`config.mk`:
```
export PLATFORM = sky130hd
export DESIGN_NAME = execute_muldiv_flat
export DESIGN_NICKNAME = d
export VERILOG_FILES = /design/src/rtl/execute_muldiv_pkg.sv /design/src/rtl/execute_muldiv_if.sv /design/src/rtl/execute_muldiv_step.sv /design/src/rtl/execute_muldiv.sv /design/src/flat_wrapper.sv
export SDC_FILE = /design/constraint.sdc
export NUM_CORES = 1
export LEC_CHECK = 0
export CORE_MARGIN = 2
export CORE_UTILIZATION = 50
export CTS_CLUSTER_SIZE = 28
export DETAILED_ROUTE_END_ITERATION = 8
export PLACE_DENSITY = 0.72
export SLEW_MARGIN = 10
export SYNTH_ARGS = -nofsm -noshare
export SYNTH_HDL_FRONTEND = slang
export SYNTH_SLANG_ARGS = --single-unit
```
`constraint.sdc`:
```
create_clock -name clk -period 6.2 [get_ports clk]
set_input_delay 1.24 -clock clk [delete_from_list [all_inputs] [get_ports clk]]
set_output_delay 1.24 -clock clk [all_outputs]
set_load 0.02 [all_outputs]
```
`src/rtl/execute_muldiv_pkg.sv`:
```
// Shared constants for the execute-stage multiply/divide unit: op encodings
// (RV M-extension funct3) and the control state enum.
package execute_muldiv_pkg;

  localparam int MULDIV_OP_BITS_COUNT = 3;

  typedef enum logic [MULDIV_OP_BITS_COUNT-1:0] {
    OP_MUL    = 3'b000,
    OP_MULH   = 3'b001,
    OP_MULHSU = 3'b010,
    OP_MULHU  = 3'b011,
    OP_DIV    = 3'b100,
    OP_DIVU   = 3'b101,
    OP_REM    = 3'b110,
    OP_REMU   = 3'b111
  } muldiv_op_t;

  typedef enum logic [1:0] {
    IDLE,
    CALC,
    DONE
  } muldiv_state_t;

  // Bit 2 of funct3 separates the divide group from the multiply group.
  function automatic logic op_is_div(muldiv_op_t op);
    return op[2];
  endfunction

endpackage

```
`src/rtl/execute_muldiv_if.sv`:
```
// Pipeline <-> multiply/divide unit connection. The pipeline (master) issues
// the instruction and flush; the unit (slave) returns stall and the result.
interface execute_muldiv_if #(parameter int XLEN = 32);
  import execute_muldiv_pkg::*;

  logic            start;
  muldiv_op_t      op;
  logic [XLEN-1:0] rs1_value;
  logic [XLEN-1:0] rs2_value;
  logic            flush;
  logic            stall;
  logic            result_valid;
  logic [XLEN-1:0] result;

  modport master (
    output start, op, rs1_value, rs2_value, flush,
    input  stall, result_valid, result
  );

  modport slave (
    input  start, op, rs1_value, rs2_value, flush,
    output stall, result_valid, result
  );

endinterface

```
`src/rtl/execute_muldiv_step.sv`:
```
// One radix-2 iteration on the {acc_hi, acc_lo} register pair.
// Multiply: acc_lo holds the remaining multiplier bits, acc_hi the partial
// product; add the multiplicand when the LSB is set, then shift right.
// Divide: acc_lo holds the remaining dividend bits, acc_hi the partial
// remainder; shift left, trial-subtract the divisor, keep it if it fits and
// shift the quotient bit in at the bottom.
module muldiv_step #(
  parameter int XLEN = 32
) (
  input  logic              is_div_i,
  input  logic [2*XLEN-1:0] acc_i,
  input  logic [XLEN-1:0]   operand_i,
  output logic [2*XLEN-1:0] acc_o
);

  logic [XLEN:0] sum;
  logic [XLEN:0] rem_sh;
  logic [XLEN:0] diff;
  logic          fits;

  // Both candidate iterations are formed; the op selects which one is kept.
  always_comb begin
    sum    = {1'b0, acc_i[2*XLEN-1:XLEN]} + (acc_i[0] ? {1'b0, operand_i} : '0);
    // The shifted remainder may need XLEN+1 bits before the subtract.
    rem_sh = acc_i[2*XLEN-1:XLEN-1];
    diff   = rem_sh - {1'b0, operand_i};
    fits   = (rem_sh >= {1'b0, operand_i});
    if (is_div_i) begin
      acc_o = {(fits ? diff[XLEN-1:0] : rem_sh[XLEN-1:0]), acc_i[XLEN-2:0], fits};
    end else begin
      acc_o = {sum, acc_i[XLEN-1:1]};
    end
  end

endmodule

```
`src/rtl/execute_muldiv.sv`:
```
// Iterative RV M-extension multiply/divide unit for the execute stage.
// Operands are converted to magnitudes at accept, iterated XLEN times by
// muldiv_step, and the sign is reapplied when the result is registered.
module execute_muldiv
  import execute_muldiv_pkg::*;
#(
  parameter int XLEN = 32
) (
  input  logic              clk,
  input  logic              rst_n,
  execute_muldiv_if.slave   mdu
);

  localparam int W2 = 2 * XLEN;

  muldiv_state_t   state_q, state_d;
  logic [5:0]      cnt_q, cnt_d;
  logic [XLEN-1:0] result_q, result_d;
  logic            valid_q, valid_d;
  muldiv_op_t      op_q, op_d;
  logic            neg_q, neg_d;
  logic [W2-1:0]   acc_q, acc_d;
  logic [XLEN-1:0] opnd_q, opnd_d;

  logic            s1, s2, a_neg, b_neg, sign_in, div_zero, div_ovf;
  logic [XLEN-1:0] a_mag, b_mag, special_val, final_val;
  logic [W2-1:0]   step_acc, prod_s;
  logic [XLEN-1:0] quo, rem;

  muldiv_step #(.XLEN(XLEN)) u_step (
    .is_div_i  (op_is_div(op_q)),
    .acc_i     (acc_q),
    .operand_i (opnd_q),
    .acc_o     (step_acc)
  );

  // Accept-time decode: operand signedness, magnitudes, result sign, special cases.
  always_comb begin
    s1       = (mdu.op == OP_MULH) || (mdu.op == OP_MULHSU) ||
               (mdu.op == OP_DIV)  || (mdu.op == OP_REM);
    s2       = (mdu.op == OP_MULH) || (mdu.op == OP_DIV) || (mdu.op == OP_REM);
    a_neg    = s1 && mdu.rs1_value[XLEN-1];
    b_neg    = s2 && mdu.rs2_value[XLEN-1];
    a_mag    = a_neg ? -mdu.rs1_value : mdu.rs1_value;
    b_mag    = b_neg ? -mdu.rs2_value : mdu.rs2_value;
    // Remainder follows the dividend; product and quotient follow the XOR.
    sign_in  = (mdu.op == OP_REM) ? a_neg : (a_neg ^ b_neg);
    div_zero = op_is_div(mdu.op) && (mdu.rs2_value == '0);
    div_ovf  = ((mdu.op == OP_DIV) || (mdu.op == OP_REM)) &&
               (mdu.rs1_value == {1'b1, {(XLEN-1){1'b0}}}) && (mdu.rs2_value == '1);
    if (div_zero) begin
      special_val = ((mdu.op == OP_DIV) || (mdu.op == OP_DIVU)) ? '1 : mdu.rs1_value;
    end else begin
      special_val = (mdu.op == OP_DIV) ? mdu.rs1_value : '0;
    end
  end

  // Final result from the last iteration's accumulator, with sign restored.
  always_comb begin
    prod_s = neg_q ? -step_acc : step_acc;
    quo    = step_acc[XLEN-1:0];
    rem    = step_acc[W2-1:XLEN];
    case (op_q)
      OP_MUL:                       final_val = prod_s[XLEN-1:0];
      OP_MULH, OP_MULHSU, OP_MULHU: final_val = prod_s[W2-1:XLEN];
      OP_DIV, OP_DIVU:              final_val = neg_q ? -quo : quo;
      default:                      final_val = neg_q ? -rem : rem;
    endcase
  end

  // Next-state and datapath load/iterate control.
  always_comb begin
    // NOTE: every output gets a default first so no path leaves one unassigned (no latches).
    state_d  = state_q;
    cnt_d    = cnt_q;
    result_d = result_q;
    valid_d  = 1'b0;
    op_d     = op_q;
    neg_d    = neg_q;
    acc_d    = acc_q;
    opnd_d   = opnd_q;
    case (state_q)
      IDLE: begin
        if (mdu.start && !mdu.flush) begin
          op_d  = mdu.op;
          neg_d = sign_in;
          if (div_zero || div_ovf) begin
            result_d = special_val;
            valid_d  = 1'b1;
            state_d  = DONE;
          end else begin
            acc_d   = op_is_div(mdu.op) ? {{XLEN{1'b0}}, a_mag} : {{XLEN{1'b0}}, b_mag};
            opnd_d  = op_is_div(mdu.op) ? b_mag : a_mag;
            cnt_d   = 6'(XLEN - 1);
            state_d = CALC;
          end
        end
      end
      CALC: begin
        acc_d = step_acc;
        if (cnt_q == '0) begin
          result_d = final_val;
          valid_d  = 1'b1;
          state_d  = DONE;
        end else begin
          cnt_d = cnt_q - 6'd1;
        end
      end
      DONE:    state_d = IDLE;
      default: state_d = IDLE;
    endcase
    // A kill wins over accept and over completion; the old result is kept.
    if (mdu.flush) begin
      state_d  = IDLE;
      valid_d  = 1'b0;
      result_d = result_q;
    end
  end

  // Control state and visible outputs, with synchronous reset.
  always_ff @(posedge clk) begin
    // NOTE: sequential state uses non-blocking assignments so all registers update together.
    if (!rst_n) begin
      state_q  <= IDLE;
      cnt_q    <= '0;
      result_q <= '0;
      valid_q  <= 1'b0;
    end else begin
      state_q  <= state_d;
      cnt_q    <= cnt_d;
      result_q <= result_d;
      valid_q  <= valid_d;
    end
  end

  // Datapath registers; always reloaded at accept before being consumed.
  always_ff @(posedge clk) begin
    // NOTE: no reset here on purpose; these are never read before an accept loads them.
    op_q   <= op_d;
    neg_q  <= neg_d;
    acc_q  <= acc_d;
    opnd_q <= opnd_d;
  end

  assign mdu.stall        = rst_n && (((state_q == IDLE) && mdu.start && !mdu.flush) ||
                                      (state_q == CALC));
  assign mdu.result_valid = valid_q;
  assign mdu.result       = result_q;

endmodule

```
`src/flat_wrapper.sv`:
```
// flat-port wrapper written by rule: the top's interface ports become plain ports
module execute_muldiv_flat import execute_muldiv_pkg::*;
#(
  parameter int XLEN = 32
)
  (clk, rst_n, mdu_start, mdu_op, mdu_rs1_value, mdu_rs2_value, mdu_flush, mdu_stall, mdu_result_valid, mdu_result);
  execute_muldiv_if #(.XLEN(XLEN)) mdu_i ();
  input  logic clk;
  input  logic rst_n;
  input wire logic [$bits(mdu_i.start)-1:0] mdu_start;
  input wire logic [$bits(mdu_i.op)-1:0] mdu_op;
  input wire logic [$bits(mdu_i.rs1_value)-1:0] mdu_rs1_value;
  input wire logic [$bits(mdu_i.rs2_value)-1:0] mdu_rs2_value;
  input wire logic [$bits(mdu_i.flush)-1:0] mdu_flush;
  output wire logic [$bits(mdu_i.stall)-1:0] mdu_stall;
  output wire logic [$bits(mdu_i.result_valid)-1:0] mdu_result_valid;
  output wire logic [$bits(mdu_i.result)-1:0] mdu_result;
  assign mdu_i.start = mdu_start;
  assign mdu_i.op = mdu_op;
  assign mdu_i.rs1_value = mdu_rs1_value;
  assign mdu_i.rs2_value = mdu_rs2_value;
  assign mdu_i.flush = mdu_flush;
  assign mdu_stall = mdu_i.stall;
  assign mdu_result_valid = mdu_i.result_valid;
  assign mdu_result = mdu_i.result;
  execute_muldiv #(.XLEN(XLEN)) u_core (.clk(clk), .rst_n(rst_n), .mdu(mdu_i));
endmodule
```
==> summary.md <==
| Metric | Value |
|---|---|
| Die Y | 182 um |
| Leading cell type in the layout, fill and taps excluded | a21oi_1 |
| Syn avg cell area | 7.64 um2 |
| RSZ-0062 raised after global routing | no |
| CTS root buffer | clkbuf_16 |
| Die area | 0.0330 mm2 |
| Asr flop ratio synth | 0% |
| Htree depth | 4 |
| Clk pwr share | 28.1% |
| Row Count | 65 |
| DRT iter0 DRCs | 2,126 |
| Clock buffer depth | 2 |
| Largest net degree at the start of global routing | 88 |
| Total Power | 3.51 mW |
| Crit path required time | 6.54 ns |
| Number of synthesized register bits | 141 |
| CTS buffer count | 17 |
| Pre-CTS setup slack | 0.243 ns |
| Max IR drop VDD | 0.181 mV |
| Total Wirelength | 61,000 um |
| Via density per instance | 6.64 |
| All-Layer GR Usage | 36.6% |
| Comb power frac | 39.5% |
| Max_cap viols | 0 |
| Hold buffer count at CTS | 0 |
| Die width | 182 um |
| Yosys cell types | 89 |
| Setup_tns | 0 ns |
| CP Capture Type | flop |
| I/O Buffers | 104 |
| Antenna Nets Post-Route | 0 |
| Vias in the first global route | 16,000 |
| CTS tree | built |
| Clk Latency, worst-skew pair | 0.45 ns |
| Final Hold Fails | 0 |
| Syn-to-layout area delta | 12.9% |
| Fin crit share | 90.9% |
| IO Pins | 105 |
| Pins over their slew limit | 0 |
| Reg clk slew, reported paths | 0.06 ns |
| WL per Instance | 24.0 um |
| Max-slew headroom | 33.3% |
| Routability-driven placement congestion ratio | 1.04 |
| Post-CTS Resized | 0 |
| Ant diodes | 0 |
| Min Tclk post-route | 5.64 ns |
| Final setup fails | 0 |
| Highest Clock Rate | 177 MHz |
| Post-DP HPWL | 47,400 um |
| Most frequent cells in the layout | a21oi_1, nand2_1, nor2_1 |
| Critical path launch point type | flop |
| Sink Count | 141 |
| Seq pwr share | 32.5% |
| Total number of vias | 16,900 |
| Congestion Overflow GR | 0 |
| Fin nets | 2,268 |
| Lkg Pwr | 6.61 nW |
| Sw frac | 39.2% |
| Critical path arrival | 5.97 ns |
| Int Pwr | 2.14 mW |
| Outcome | finished, final reports clean |
| Core Area | 0.0313 mm2 |
| Net Sw Power | 1.38 mW |
| End-of-flow core utilization | 56.9% |
| Hold Crit Class | flop to flop |
| First-pass GRT wire length | 93,400 um |
| DRC Markers | 0 |
| Fraction of layout cells with a size suffix above 1 | 6.32% |
| Synth Instances | 2,068 |
| Actual slew at the worst max-slew pin | 0.996 ns |
| Sequential area share after synthesis | 24.2% |
| Post-synth EDFFs | 100 |
| Drt pass-1 iters | 7 |
| Crit Path Class | flop to flop |
| Postcts setup bufs | 0 |
| Ys Warns | 0 |
| Post-Syn Area | 0.0158 mm2 |
| PD cells | 197 mW/mm2 |
| Worst setup margin | 0.564 ns |
| Worst-path maximum fanout | 8 |
| Reg2Reg Setup Slack | 0.56 ns |
| Synth Flop Type | edfxtp_1 |
| Starting density of the core | 50.4% |
| Initial antenna violation count | 0 |
| Fin Clk Skew | 0.00892 ns |
| Net Count, Synth | 2,212 |
synth_stat cells (14+ instances only):
| cell | n | area (um2) |
|---|---|---|
| a211oi_1 | 34 | 255 |
| a21o_1 | 26 | 195 |
| a21oi_1 | 218 | 1090 |
| a31oi_1 | 23 | 144 |
| and2_1 | 51 | 319 |
| and3_1 | 14 | 87.6 |
| buf_1 | 15 | 56.3 |
| clkbuf_1 | 94 | 353 |
| dfxtp_1 | 41 | 821 |
| edfxtp_1 | 100 | 3000 |
| ha_1 | 71 | 888 |
| inv_1 | 63 | 236 |
| mux2_2 | 15 | 169 |
| mux2i_1 | 87 | 871 |
| nand2_1 | 206 | 773 |
| nand2b_1 | 17 | 106 |
| nand3_1 | 39 | 195 |
| nand4_1 | 36 | 225 |
| nor2_1 | 195 | 732 |
| nor2b_1 | 14 | 87.6 |
| nor3_1 | 67 | 335 |
| nor4_1 | 22 | 138 |
| o211ai_1 | 22 | 165 |
| o21a_1 | 17 | 128 |
| o21ai_0 | 131 | 656 |
| o31ai_1 | 35 | 263 |
| or3_1 | 26 | 163 |
| or4_1 | 14 | 105 |
| xnor2_1 | 98 | 858 |
| xor2_1 | 68 | 596 |
per-layer routing:
metal	wire length, um	track usage, %
met3	5360	6.12
met1	25000	47.7
met2	27900	59.5
met5	0	0
met4	2780	16.7
registers in the layout, indices dropped and copies added (netlist names):
| name | flops |
|---|---|
| u_core.cnt_q | 6 |
| u_core.op_q | 3 |
| u_core.mdu.result_valid | 1 |
| u_core.opnd_q | 32 |
| u_core.acc_q | 64 |
| u_core.neg_q | 1 |
| u_core.mdu.result | 32 |
| u_core.state_q | 2 |
through the flow:
stage | instances | instance area (um2) | hold slack [ns]
after floorplan | 2068 | 15800 | 0.472
after global placement | 2507 | 17300 | 0.448
after detailed placement | 2507 | 17300 | 0.459
after CTS | 2539 | 17800 | 0.467
after global routing | 2539 | 17800 | 0.496
final | 2539 | 17800 | 0.472
kinds of logic (layout without fill, tap and decap cells):
logic type / after synthesis / count (layout) / share of synthesized area [%]
AND/OR/NAND/NOR: 745 / 745 / 23.0
XOR/XNOR: 166 / 166 / 9.21
adder cells (fa/ha/maj): 73 / 73 / 5.88
multiplexers: 102 / 102 / 6.58
flip-flops: 141 / 141 / 24.2
buffers and inverters: 187 / 256 / 4.62
AO/OA/AOI/OAI: 654 / 654 / 26.5
cell type report:
| class | count | area, um2 |
|---|---|---|
| inverter | 66 | 248 |
| multi-input combinational | 1740 | 11300 |
| clock inverter | 12 | 97.6 |
| clock buffer | 20 | 437 |
| sequential | 141 | 3820 |
| tap | 402 | 503 |
| fill | 2942 | 13500 |
| timing repair buffer | 158 | 1450 |
worst max-delay path, stage by stage (launching register included):
cell and delay (ns):
edfxtp_1 0.53, inv_1 0.10, ha_1 0.20, inv_1 0.07, fa_1 0.40, a21o_1 0.23, a311oi_1 0.72, nor3_1 0.22
o21ba_2 0.26, nor3_1 0.16, o311ai_0 0.32, a211o_1 0.45, nand4b_1 0.18, buf_4 0.19, or4_1 0.55, o31ai_1 0.37
xnor2_1 0.19, o221ai_1 0.16, and3_1 0.22
worst paths after layout:
| path | startpoint | to | cells after the start |
|---|---|---|---|
| setup / recovery | u_core.acc_q[31]$_DFFE_PP_ | u_core.mdu.result[26]$_SDFFE_PN0P_ | 18 |
| hold / removal | u_core.mdu.result[3]$_SDFFE_PN0P_ | u_core.mdu.result[3]$_SDFFE_PN0P_ | 2 |
| setup reg to reg | u_core.acc_q[31]$_DFFE_PP_ | u_core.mdu.result[26]$_SDFFE_PN0P_ | 18 |
| hold reg to reg | u_core.mdu.result[3]$_SDFFE_PN0P_ | u_core.mdu.result[3]$_SDFFE_PN0P_ | 2 |
power groups by stage:
stage | logic [mW] | clock network, mW | registers, mW
global route | 1.49 | 1.02 | 1.14
global placement | 1.32 | 0 | 1.16
floorplan | 0.910 | 0 | 1.13
CTS | 1.34 | 0.982 | 1.14
detailed placement | 1.33 | 0 | 1.16
finish | 1.39 | 0.987 | 1.14
Power figures use the tool's default switching activity.
